--- src/rtl/alu_share_ctrl.sv ---
// Round-robin scheduler sharing one combinational 32-bit ALU between two requesters.
// Operands are registered into the ALU, results captured one cycle later and held until taken.
module alu_share_ctrl #(
    parameter int W = 32
) (
    input  logic         clk,
    input  logic         rst,
    input  logic         req_valid0,
    input  logic         req_valid1,
    output logic         req_ready0,
    output logic         req_ready1,
    input  logic [5:0]   req_aluc0,
    input  logic [5:0]   req_aluc1,
    input  logic [W-1:0] req_a0,
    input  logic [W-1:0] req_a1,
    input  logic [W-1:0] req_b0,
    input  logic [W-1:0] req_b1,
    output logic         resp_valid0,
    output logic         resp_valid1,
    input  logic         resp_ready0,
    input  logic         resp_ready1,
    output logic [W-1:0] resp_r,
    output logic [4:0]   resp_flags,
    output logic         resp_err,
    output logic [W-1:0] alu_a,
    output logic [W-1:0] alu_b,
    output logic [5:0]   alu_aluc,
    input  logic [W-1:0] alu_r,
    input  logic         alu_zero,
    input  logic         alu_carry,
    input  logic         alu_negative,
    input  logic         alu_overflow,
    input  logic         alu_flag
);

    typedef enum logic [1:0] {
        IDLE = 2'd0,
        EXEC = 2'd1,
        RESP = 2'd2
    } state_t;

    state_t       state_q, state_d;
    logic         last_grant_q, last_grant_d;
    logic         owner_q, owner_d;
    logic [5:0]   op_aluc_q, op_aluc_d;
    logic [W-1:0] op_a_q, op_a_d;
    logic [W-1:0] op_b_q, op_b_d;
    logic [W-1:0] resp_r_q, resp_r_d;
    logic [4:0]   resp_flags_q, resp_flags_d;
    logic         resp_err_q, resp_err_d;
    logic         grant_s;
    logic         any_valid_s;
    logic         owner_ready_s;

    function automatic logic is_legal(input logic [5:0] aluc);
        logic ok;
        casez (aluc)
            6'b100???: ok = 1'b1;
            6'b101010, 6'b101011: ok = 1'b1;
            6'b000000, 6'b000010, 6'b000011, 6'b000100,
            6'b000110, 6'b000111, 6'b001111: ok = 1'b1;
            default: ok = 1'b0;
        endcase
        return ok;
    endfunction

    // Arbitration: on a tie the requester that did not win last time is chosen.
    always_comb begin
        any_valid_s = req_valid0 | req_valid1;
        grant_s     = 1'b0;
        if (req_valid0 && req_valid1) begin
            grant_s = ~last_grant_q;
        end else if (req_valid1) begin
            grant_s = 1'b1;
        end else begin
            grant_s = 1'b0;
        end
        req_ready0    = (state_q == IDLE) && any_valid_s && !grant_s;
        req_ready1    = (state_q == IDLE) && any_valid_s && grant_s;
        owner_ready_s = owner_q ? resp_ready1 : resp_ready0;
    end

    // Next-state and datapath update for the IDLE/EXEC/RESP sequence.
    always_comb begin
        state_d      = state_q;
        last_grant_d = last_grant_q;
        owner_d      = owner_q;
        op_aluc_d    = op_aluc_q;
        op_a_d       = op_a_q;
        op_b_d       = op_b_q;
        resp_r_d     = resp_r_q;
        resp_flags_d = resp_flags_q;
        resp_err_d   = resp_err_q;
        case (state_q)
            IDLE: begin
                if (any_valid_s) begin
                    state_d   = EXEC;
                    owner_d   = grant_s;
                    op_aluc_d = grant_s ? req_aluc1 : req_aluc0;
                    op_a_d    = grant_s ? req_a1 : req_a0;
                    op_b_d    = grant_s ? req_b1 : req_b0;
                end else begin
                    state_d = IDLE;
                end
            end
            EXEC: begin
                state_d = RESP;
                // Illegal opcodes never expose whatever the ALU produced.
                if (is_legal(op_aluc_q)) begin
                    resp_r_d     = alu_r;
                    resp_flags_d = {alu_zero, alu_carry, alu_negative, alu_overflow, alu_flag};
                    resp_err_d   = 1'b0;
                end else begin
                    resp_r_d     = {W{1'b0}};
                    resp_flags_d = 5'b00000;
                    resp_err_d   = 1'b1;
                end
            end
            RESP: begin
                if (owner_ready_s) begin
                    last_grant_d = owner_q;
                    state_d      = IDLE;
                end else begin
                    state_d = RESP;
                end
            end
            default: begin
                state_d = IDLE;
            end
        endcase
    end

    // State, operand and response registers.
    always_ff @(posedge clk or posedge rst) begin
        if (rst) begin
            state_q      <= IDLE;
            last_grant_q <= 1'b1;
            owner_q      <= 1'b0;
            op_aluc_q    <= 6'b000000;
            op_a_q       <= {W{1'b0}};
            op_b_q       <= {W{1'b0}};
            resp_r_q     <= {W{1'b0}};
            resp_flags_q <= 5'b00000;
            resp_err_q   <= 1'b0;
        end else begin
            state_q      <= state_d;
            last_grant_q <= last_grant_d;
            owner_q      <= owner_d;
            op_aluc_q    <= op_aluc_d;
            op_a_q       <= op_a_d;
            op_b_q       <= op_b_d;
            resp_r_q     <= resp_r_d;
            resp_flags_q <= resp_flags_d;
            resp_err_q   <= resp_err_d;
        end
    end

    assign alu_a       = op_a_q;
    assign alu_b       = op_b_q;
    assign alu_aluc    = op_aluc_q;
    assign resp_r      = resp_r_q;
    assign resp_flags  = resp_flags_q;
    assign resp_err    = resp_err_q;
    assign resp_valid0 = (state_q == RESP) && !owner_q;
    assign resp_valid1 = (state_q == RESP) && owner_q;

endmodule

--- config.mk ---
export PLATFORM = sky130hd
export DESIGN_NAME = alu_share_ctrl
export DESIGN_NICKNAME = d
export VERILOG_FILES = /design/src/rtl/alu_share_ctrl.sv
export SDC_FILE = /design/constraint.sdc
export NUM_CORES = 1
export LEC_CHECK = 0
export ABC_CLOCK_PERIOD_IN_PS = 4400
export BUFFER_PORTS_ARGS = -buffer_cell sky130_fd_sc_hd__buf_2
export CELL_PAD_IN_SITES_DETAIL_PLACEMENT = 0
export CELL_PAD_IN_SITES_GLOBAL_PLACEMENT = 1
export CORE_UTILIZATION = 32
export CTS_CLUSTER_SIZE = 20
export DETAILED_ROUTE_END_ITERATION = 12
export PLACE_DENSITY = 0.8
export SYNTH_ARGS = -nofsm -noshare
export SYNTH_HDL_FRONTEND = slang
export SYNTH_SLANG_ARGS = --single-unit
--- constraint.sdc ---
create_clock -name clk -period 4.4 [get_ports clk]
set_input_delay 0.88 -clock clk [delete_from_list [all_inputs] [get_ports clk]]
set_output_delay 0.88 -clock clk [all_outputs]
set_load 0.02 [all_outputs]
# After elaboration in Yosys (flattened, before gate mapping)
# Cells that the tools add are included.
[totals] memories=0 mem_bits_ro=0 elab_cells=49 inputBits=183 ff_bits=112 latch_bits=0 mem_bits_rw=0 output_inout_bits=112
[classes] div_mod_pow=0 mux=14 n_lt_le_gt_ge=0 shift=0 mul=0 n_addsub=0 reduce_logical=13 n_eq_ne=11 bitwise_logic=2
[ops] cell="$mux W32" n=3
[ops] cell="$eq A6 B3 Y1 const B" n=3
[ops] cell="$eq A6 B2 Y1 const B" n=2
[ops] cell="$eq A6 B6 Y1 const B" n=2
[ops] cell="$reduce_or A10 Y1" n=1
[ops] cell="$mux W1" n=7
[ops] cell="$eq A6 B4 Y1 const B" n=1
[ops] cell="$logic_and A1 B1 Y1" n=6
[ops] cell="$logic_not A6 Y1" n=1
[ops] cell="$mux W6" n=1
[ops] cell="$pmux W2 S3" n=1
[ops] cell="$mux W5" n=1
[ops] cell="$reduce_and A2 Y1" n=2
[ops] cell="$eq A3 B3 Y1 const B" n=1
[ops] cell="$eq A2 B1 Y1 const B" n=1
[ops] cell="$eq A2 B2 Y1 const B" n=1
[ops] cell="$logic_not A1 Y1" n=2
[ops] cell="$logic_not A2 Y1" n=1
[ops] cell="$mux W2" n=1
[ops] cell="$not A1 Y1" n=1
[ops] cell="$or A1 B1 Y1" n=1

# Logic depth before layout (Yosys ltp)
# Gate-level depths: netlist of run 1.
[depth] ltp_word=5 mapped_depth=6 mapped_depth_nobuf=4

# Worst setup path after synthesis of run 1
# OpenSTA, ideal clock, no wires.
[synth_timing] path_kind="input-to-output" start="input port req_valid0" end="output port req_ready1" arrival_time_ns=1.420 n_path_buf=2 stages=4 slack_ns=2.100 path_cell_list="nand2_1 -> and3_1 -> buf_6 -> buf_2"
[synth_between] elab_chain_cells=3
[synth_rtl] element="from (decl)" line="8" text="input logic req_valid0,"
[synth_rtl] element="$or A1 B1 Y1 or $logic_and A1 B1 Y1 (tied branches)" line="69, 71"
[synth_rtl] element="$logic_and A1 B1 Y1 or $mux W1 (tied branches)" line="79, 71"
[synth_rtl] element="$logic_and A1 B1 Y1 *" line="79" text="req_ready1 = (state_q == IDLE) && any_valid_s && grant_s;"
[synth_rtl] element="to (decl)" line="11" text="output logic req_ready1,"
# Mark *: on every way between the ends. The rest lies on a longest branch, timed or not.

# Final worst setup path of run 1
[layout_timing] start="register state_q[0]" end="output port req_ready0"
[layout_between] elab_chain_cells=3
[layout_rtl] element="from (decl)" line="42" text="state_t state_q, state_d;"
[layout_rtl] element="from (signal assigned)" line="146" text="state_q <= state_d;"
[layout_rtl] element="$logic_not A2 Y1" line="78" text="req_ready0 = (state_q == IDLE) && any_valid_s && !grant_s;"
[layout_rtl] element="$logic_and A1 B1 Y1 (2 in a row)" line="78"
[layout_rtl] element="to (decl)" line="10" text="output logic req_ready0,"
# Every way passes these cells.

==> results of run 1 <==
final cells by class:
cell class / instances / area [µm²]
Clock buffer: 12 / 246
Clock inverter: 4 / 28.8
Fill cell: 1466 / 8390
Inverter: 111 / 419
Multi-Input combinational cell: 168 / 1560
Sequential cell: 112 / 2800
Tap cell: 188 / 235
Timing Repair Buffer: 300 / 1520
cell families after synthesis:
| logic type | after synthesis | synth area share |
|---|---|---|
| simple gates | 51 | 0.0434 |
| buf+inv | 146 | 0.129 |
| flops | 112 | 0.562 |
| mux | 2 | 0.00452 |
| compound gates | 115 | 0.261 |
stage by stage:
stage	instance area [µm²]	total power, W	setup WS [ns]
2_1_floorplan	4990	0.00378	0.563
3_3_place_gp	6540	0.00451	1.88
3_5_place_dp	6540	0.00460	1.76
4_1_cts	6810	0.00538	1.94
5_1_grt	6810	0.00568	1.88
6_report	6810	0.00531	1.97
worst min-delay path: cells and delay by family (launching register included):
family           cells  cell delay, ns
AND/OR/NAND/NOR      1            0.05
flip-flops           1            0.34
AO/OA/AOI/OAI        1            0.05
power groups by stage:
stage | logic [W] | clock network (W) | registers [W]
2_1_floorplan | 0.00139 | 0 | 0.00239
3_3_place_gp | 0.00268 | 0 | 0.00182
3_5_place_dp | 0.00276 | 0 | 0.00184
4_1_cts | 0.00276 | 0.000794 | 0.00183
5_1_grt | 0.00296 | 0.000837 | 0.00188
6_report | 0.00272 | 0.000767 | 0.00183
routing by layer:
metal,GRT usage,vias to the layer above,routed length (µm)
li1,-,2072,-
met1,0.183,2142,5410
met2,0.296,213,6850
met3,0.0515,21,1160
met4,0.0791,0,377
met5,0,-,0
how the worst min path moves through the flow:
stage                         endpoint  slack (ns)  depth (start not counted)
after floorplan           last_grant_q        0.51                          2
after global placement      resp_r[28]        0.46                          2
after detailed placement     resp_r[0]        0.47                          2
after CTS                   resp_r[29]        0.49                          2
after global routing        resp_r[28]        0.50                          2
final                       resp_r[29]        0.48                          2
cells in the final DEF (no fill, tap or decap):
cell          n
a21o_1        1
nand2b_4      1
and3_2        2
a21oi_1       2
clkbuf_16     9
inv_1       110
a222oi_1     70
dfrtp_1     111
dfstp_2       1
o21ai_0       2
buf_2       294
inv_4         1
clkinv_2      1
o21ai_4       1
nor2_1        3
clkinvlp_4    2
nand2_1      39
nor2b_1       2
and2_1        1
mux2_2        2
o31ai_4      20
buf_4         6
nand2b_1      2
nand4b_1      1
inv_6         1
o21ai_1       1
clkbuf_1      2
o31ai_1      17
a31o_2        1
clkbuf_8      1
state kept, by name, summed over array words and instances, names as in the netlist:
name	cells
resp_flags	5
alu_a	32
state_q	2
alu_aluc	6
owner_q	1
alu_b	32
resp_r	32
last_grant_q	1
resp_err	1
==> run summary, run 1 <==
GLOBAL ROUTE
-------------------------------------------------------------------------------------------------
Number of global-route vias before repair                                                    4358
Grt ovf                                                                                         0
First-pass GRT wire length                                                                21.2 mm
Global router's overall resource usage                                                      0.167
Number of antenna violations at the first check in global routing                               0
Largest net degree at the start of global routing                                              77

DETAILED ROUTING
-------------------------------------------------------------------------------------------------
Average routed wire per standard cell                                                     15.4 µm
DRC violation count after routing                                                               0
Initial DRT Pass Iterations                                                                     8
Number of nets still failing antenna checks after routing                                       0
Detailed-route via count                                                                     4448
Routed WL                                                                                 13.8 mm
Detail-routed via count per cell                                                             4.97
Drt initial violations                                                                        434

WORST SETUP PATH
-------------------------------------------------------------------------------------------------
Worst-path fanout max                                                                           4
Delay of the slowest critical-path stage                                                  0.44 ns
Crit. path cell count                                                                           3
Cell Chain, Critical Path                                                            nor2_1 > and3_2 > buf_2
Crit start category                                                                      register
Capturing element of the worst setup path                                              req_ready0
R2R depth                                                                                       5
Class of the most critical setup path                                                register to primary output
Number of buffers and inverters on the critical path                                            1
Required time worst endpoint                                                              3.52 ns
FF-to-FF End                                                                             alu_b[4]
Top cell family by delay on the critical path                                        simple AND/OR/NAND/NOR gates
Crit path capture type                                                               primary output
Critical Path Source                                                                   state_q[0]
Highest-delay cell along the critical path                                                dfrtp_1
Reg2reg start                                                                          state_q[0]
Worst reg-to-reg setup slack                                                              2.37 ns
Arrival time of data at the critical path endpoint                                        1.55 ns

TIMING
-------------------------------------------------------------------------------------------------
Total Neg Setup Slack                                                                        0 ns
Period utilization                                                                          0.551
Setup repair after global routing missed its margin                                         false
Maximum operating frequency                                                               412 MHz
Worst slew margin                                                                           0.273
Hold slack                                                                               0.478 ns
Tightest Pin Transition                                                                   1.09 ns
# setup viols final                                                                             0
Tmin final                                                                                2.43 ns
Number of endpoints with negative hold slack in the final report                                0
Final worst clock skew                                                                 0.00962 ns
Final-report max-slew violation count                                                           0

LAYOUT
-------------------------------------------------------------------------------------------------
Number of antenna diodes                                                                        0
Share of layout cells above drive strength 1                                                0.485
P&R area growth vs syn                                                                      36.6%
Final core utilization                                                                      0.448
Filler-free cell count of the finished design                                                 895
Post-layout net count                                                                         885

DIE
-------------------------------------------------------------------------------------------------
Die extent in y                                                                            127 µm
Core area                                                                              0.0152 mm²
Die area                                                                               0.0161 mm²
Starting density of the core                                                                0.328
Number of placement rows                                                                       45
Floorplan die width                                                                        127 µm
I/O pin count                                                                                 295

PLACEMENT
-------------------------------------------------------------------------------------------------
Post-DP HPWL                                                                              10.1 mm
DP Cell Count                                                                                 879
Input/output buffers                                                                          294
Weighted congestion at the end of routability-driven global placement                       0.803

SYNTHESIS
-------------------------------------------------------------------------------------------------
Synthesized Nets                                                                              609
Largest area contributor in the netlist                                                   dfrtp_1
Syn_area_per_cell                                                                        11.7 µm²
Synth Cell Area                                                                       0.00499 mm²
Syn Inst Count                                                                                426
Most used flip-flop cell after synthesis                                                  dfrtp_1
FF+latch count, synth                                                                         112
FFs w/ async S/R, synth                                                                      1.00
Number of distinct library cell variants in the gate-level netlist after synthesis             23
Number of synthesized flops with an enable pin                                                  0
Area share of the largest cell type after synthesis                                         0.557
Biggest area contributors in the synthesized netlist                                 dfrtp_1 56%, a222oi_1 14%, o31ai_4 8.5%
Ranking of synthesized cells by instance count                                       111 x dfrtp_1, 111 x inv_1, 70 x a222oi_1, 39 x nand2_1, 20 x o31ai_4
Yosys Warn Count                                                                                0
Register area share after synthesis                                                         0.562

PWR
-------------------------------------------------------------------------------------------------
Internal power summed over all cells                                                    0.00289 W
Static power due to leakage                                                               3.89 nW
Switching power                                                                         0.00242 W
Power Dens Cells                                                                       780 mW/mm²
Portion of total power attributed to the clock network                                      0.144
Comb pwr share                                                                              0.511
Max IR drop VDD                                                                          0.395 mV
Part of the power in registers                                                              0.344
Switching power share of the total                                                          0.456

CLOCK TREE
-------------------------------------------------------------------------------------------------
Post-CTS Setup Inserts                                                                          0
# resized after CTS                                                                             0
Latest clock arrival within the worst-skew pair                                           0.35 ns
Clock tree root driver cell                                                             clkbuf_16
Number of buffers created by CTS                                                                9
Clock tree from TritonCTS                                                                   built
Hold buffer count at cts                                                                        0
Clock Tree Buf Depth                                                                            2
Clk pin slew, worst setup/hold paths                                                      0.07 ns
Maximum level of the CTS H-tree                                                                 3
Num Clock Sinks                                                                               112

STATUS
-------------------------------------------------------------------------------------------------
Run status                                                                              completed

RUN
-------------------------------------------------------------------------------------------------
Max-capacitance violation count                                                                 0

MIN PATH
-------------------------------------------------------------------------------------------------
Class of the tightest hold or removal check                                          register to register
Startpoint of the tightest hold check path                                             resp_r[29]

(Power assumes the default switching activity.)
==> run 2: changes to the inputs <==
==> config.mk (replaced) <==
export PLATFORM = sky130hd
export DESIGN_NAME = alu_share_ctrl
export DESIGN_NICKNAME = d
export VERILOG_FILES = /design/src/rtl/alu_share_ctrl.sv
export SDC_FILE = /design/constraint.sdc
export NUM_CORES = 1
export LEC_CHECK = 0
export ABC_CLOCK_PERIOD_IN_PS = 2150
export BUFFER_PORTS_ARGS = -buffer_cell sky130_fd_sc_hd__buf_2
export CELL_PAD_IN_SITES_DETAIL_PLACEMENT = 0
export CELL_PAD_IN_SITES_GLOBAL_PLACEMENT = 1
export CORE_UTILIZATION = 29
export CTS_CLUSTER_SIZE = 20
export DETAILED_ROUTE_END_ITERATION = 12
export PLACE_DENSITY = 0.77
export SYNTH_ARGS = -nofsm -noshare
export SYNTH_HDL_FRONTEND = slang
export SYNTH_SLANG_ARGS = --single-unit
==> constraint.sdc (replaced) <==
create_clock -name clk -period 2.15 [get_ports clk]
set_input_delay 0.43 -clock clk [delete_from_list [all_inputs] [get_ports clk]]
set_output_delay 0.43 -clock clk [all_outputs]
set_load 0.02 [all_outputs]
==> run 2 against run 1 <==
Effect of this change: setup slack worse by 1.8 ns; cell count rose by 4.6%; clock power up 140%; via count is 0.29% lower; combinational power increased by 120%; non-clock buffer count is 9 higher; first-iteration DRC count grew 14%; sequential power up 100%; wire length grew 4.2%; count of clock-buffer cells in the layout shrank 3; global-route usage fell by 0.56 points; critical path depth did not move; highest routed layer is now met5.
==> run summary, run 2 (synthesized netlist as in run 1, its figures left out) <==
DIE
------------------------------------------------------------------------------------
Die area                                                                  0.0177 mm²
Core area                                                                 0.0167 mm²
Number of placement rows                                                          47
I/O pin count                                                                    295
Die extent in y                                                               133 µm
Starting density of the core                                                   0.299
Floorplan die width                                                           133 µm

TIMING
------------------------------------------------------------------------------------
Worst slew margin                                                              0.613
Final worst clock skew                                                    0.00816 ns
Number of endpoints with negative hold slack in the final report                   0
Total Neg Setup Slack                                                           0 ns
Tightest Pin Transition                                                     0.581 ns
Setup repair after global routing missed its margin                            false
Period utilization                                                             0.911
Maximum operating frequency                                                  511 MHz
Tmin final                                                                   1.96 ns
Final-report max-slew violation count                                              0
# setup viols final                                                                0

WORST SETUP PATH
------------------------------------------------------------------------------------
Arrival time of data at the critical path endpoint                           1.53 ns
Cell Chain, Critical Path                                               nor2_1 > and3_2 > buf_2
Highest-delay cell along the critical path                                   dfrtp_1
Delay of the slowest critical-path stage                                     0.43 ns
Worst-path fanout max                                                              5
Worst reg-to-reg setup slack                                                 0.36 ns
R2R depth                                                                          5
Reg2reg start                                                             state_q[0]
Crit path capture type                                                  primary output
FF-to-FF End                                                                alu_b[4]
Crit start category                                                         register
Class of the most critical setup path                                   register to primary output
Required time worst endpoint                                                 1.72 ns
Critical Path Source                                                      state_q[0]

CLOCK TREE
------------------------------------------------------------------------------------
Latest clock arrival within the worst-skew pair                              0.34 ns
Post-CTS Setup Inserts                                                             0
Hold buffer count at cts                                                           0
Num Clock Sinks                                                                  112
Clock tree from TritonCTS                                                      built
# resized after CTS                                                                0
Clock tree root driver cell                                                clkbuf_16
Maximum level of the CTS H-tree                                                    3
Clock Tree Buf Depth                                                               2
Number of buffers created by CTS                                                   9
Clk pin slew, worst setup/hold paths                                         0.08 ns

LAYOUT
------------------------------------------------------------------------------------
Number of antenna diodes                                                           0
Most common cell after layout, fill and taps aside                             buf_2
P&R area growth vs syn                                                         41.8%
Final core utilization                                                         0.423
Post-layout net count                                                            894
Share of layout cells above drive strength 1                                   0.494
Top library cells by usage in the layout, fill and taps aside           294 x buf_2, 111 x dfrtp_1, 110 x inv_1
Count of filler cells inserted in the layout                                    1629

DETAILED ROUTING
------------------------------------------------------------------------------------
Initial DRT Pass Iterations                                                       10
Detailed-route via count                                                        4435
Average routed wire per standard cell                                        15.4 µm
DRC violation count after routing                                                  0
Detail-routed via count per cell                                                4.74
Number of nets still failing antenna checks after routing                          0
Routed WL                                                                    14.4 mm
Drt initial violations                                                           494

PLACEMENT
------------------------------------------------------------------------------------
Post-DP HPWL                                                                 10.5 mm
Weighted congestion at the end of routability-driven global placement          0.803
Input/output buffers                                                             294

PWR
------------------------------------------------------------------------------------
Power Dens Cells                                                         1630 mW/mm²
Max IR drop VDD                                                              1.07 mV
Static power due to leakage                                                  4.00 nW

GLOBAL ROUTE
------------------------------------------------------------------------------------
First-pass GRT wire length                                                   22.3 mm
Global router's overall resource usage                                         0.162
Number of global-route vias before repair                                       4292
Largest net degree at the start of global routing                                 64
Number of antenna violations at the first check in global routing                  1
Grt ovf                                                                            0

STATUS
------------------------------------------------------------------------------------
Run status                                                                 completed

MIN PATH
------------------------------------------------------------------------------------
Class of the tightest hold or removal check                             input pin to asynchronous set/reset pin

RUN
------------------------------------------------------------------------------------
Max-capacitance violation count                                                    0

run 2: stage by stage:
step	instance area (µm²)	hold slack, ns	instances	worst slack, ns	power (W)
after floorplan	4990	0.512	426	0.363	0.00775
after global placement	6740	0.454	920	0.439	0.00969
after detailed placement	6740	0.464	920	0.367	0.00978
after CTS	7070	0.174	936	0.148	0.0117
after global routing	7070	0.193	936	0.0875	0.0123
final	7070	0.163	936	0.192	0.0115
run 2: worst max-delay path by stage:
stage | end | slack, ns | cells after the start
6_report | req_ready0 | 0.19 | 3
5_1_grt | req_ready0 | 0.09 | 3
4_1_cts | req_ready0 | 0.15 | 3
3_5_place_dp | alu_b[4] | 0.37 | 5
3_3_place_gp | alu_b[26] | 0.44 | 5
2_1_floorplan | alu_a[0] | 0.36 | 1
run 2: layout make-up:
cell class / count / area, µm² / area share
Timing Repair Buffer: 309 / 1680 / 0.238
Sequential cell: 112 / 2800 / 0.397
Tap cell: 220 / 275 / 0.0389
Clock inverter: 7 / 101 / 0.0143
Multi-Input combinational cell: 168 / 1560 / 0.221
Clock buffer: 9 / 225 / 0.0319
Inverter: 111 / 420 / 0.0595
run 2: routing by layer:
metal  global-route usage  wire length [µm]  vias up
met4               0.0606               250        2
met5                    0                13        -
li1                     -                 -     2091
met2                0.274              6840      231
met1                0.193              5900     2091
met3               0.0498              1370       20
run 2: power by group:
part | switching, W | internal (W)
clock | 0.000811 | 0.00104
sequential | 0.000581 | 0.00314
combinational | 0.00369 | 0.00224
run 2: worst max-delay path, delay by kind of cell (launching register included):
| family | cells | cell delay, ns |
|---|---|---|
| flip-flops | 1 | 0.43 |
| buffers and inverters | 1 | 0.19 |
| AND/OR/NAND/NOR | 2 | 0.56 |
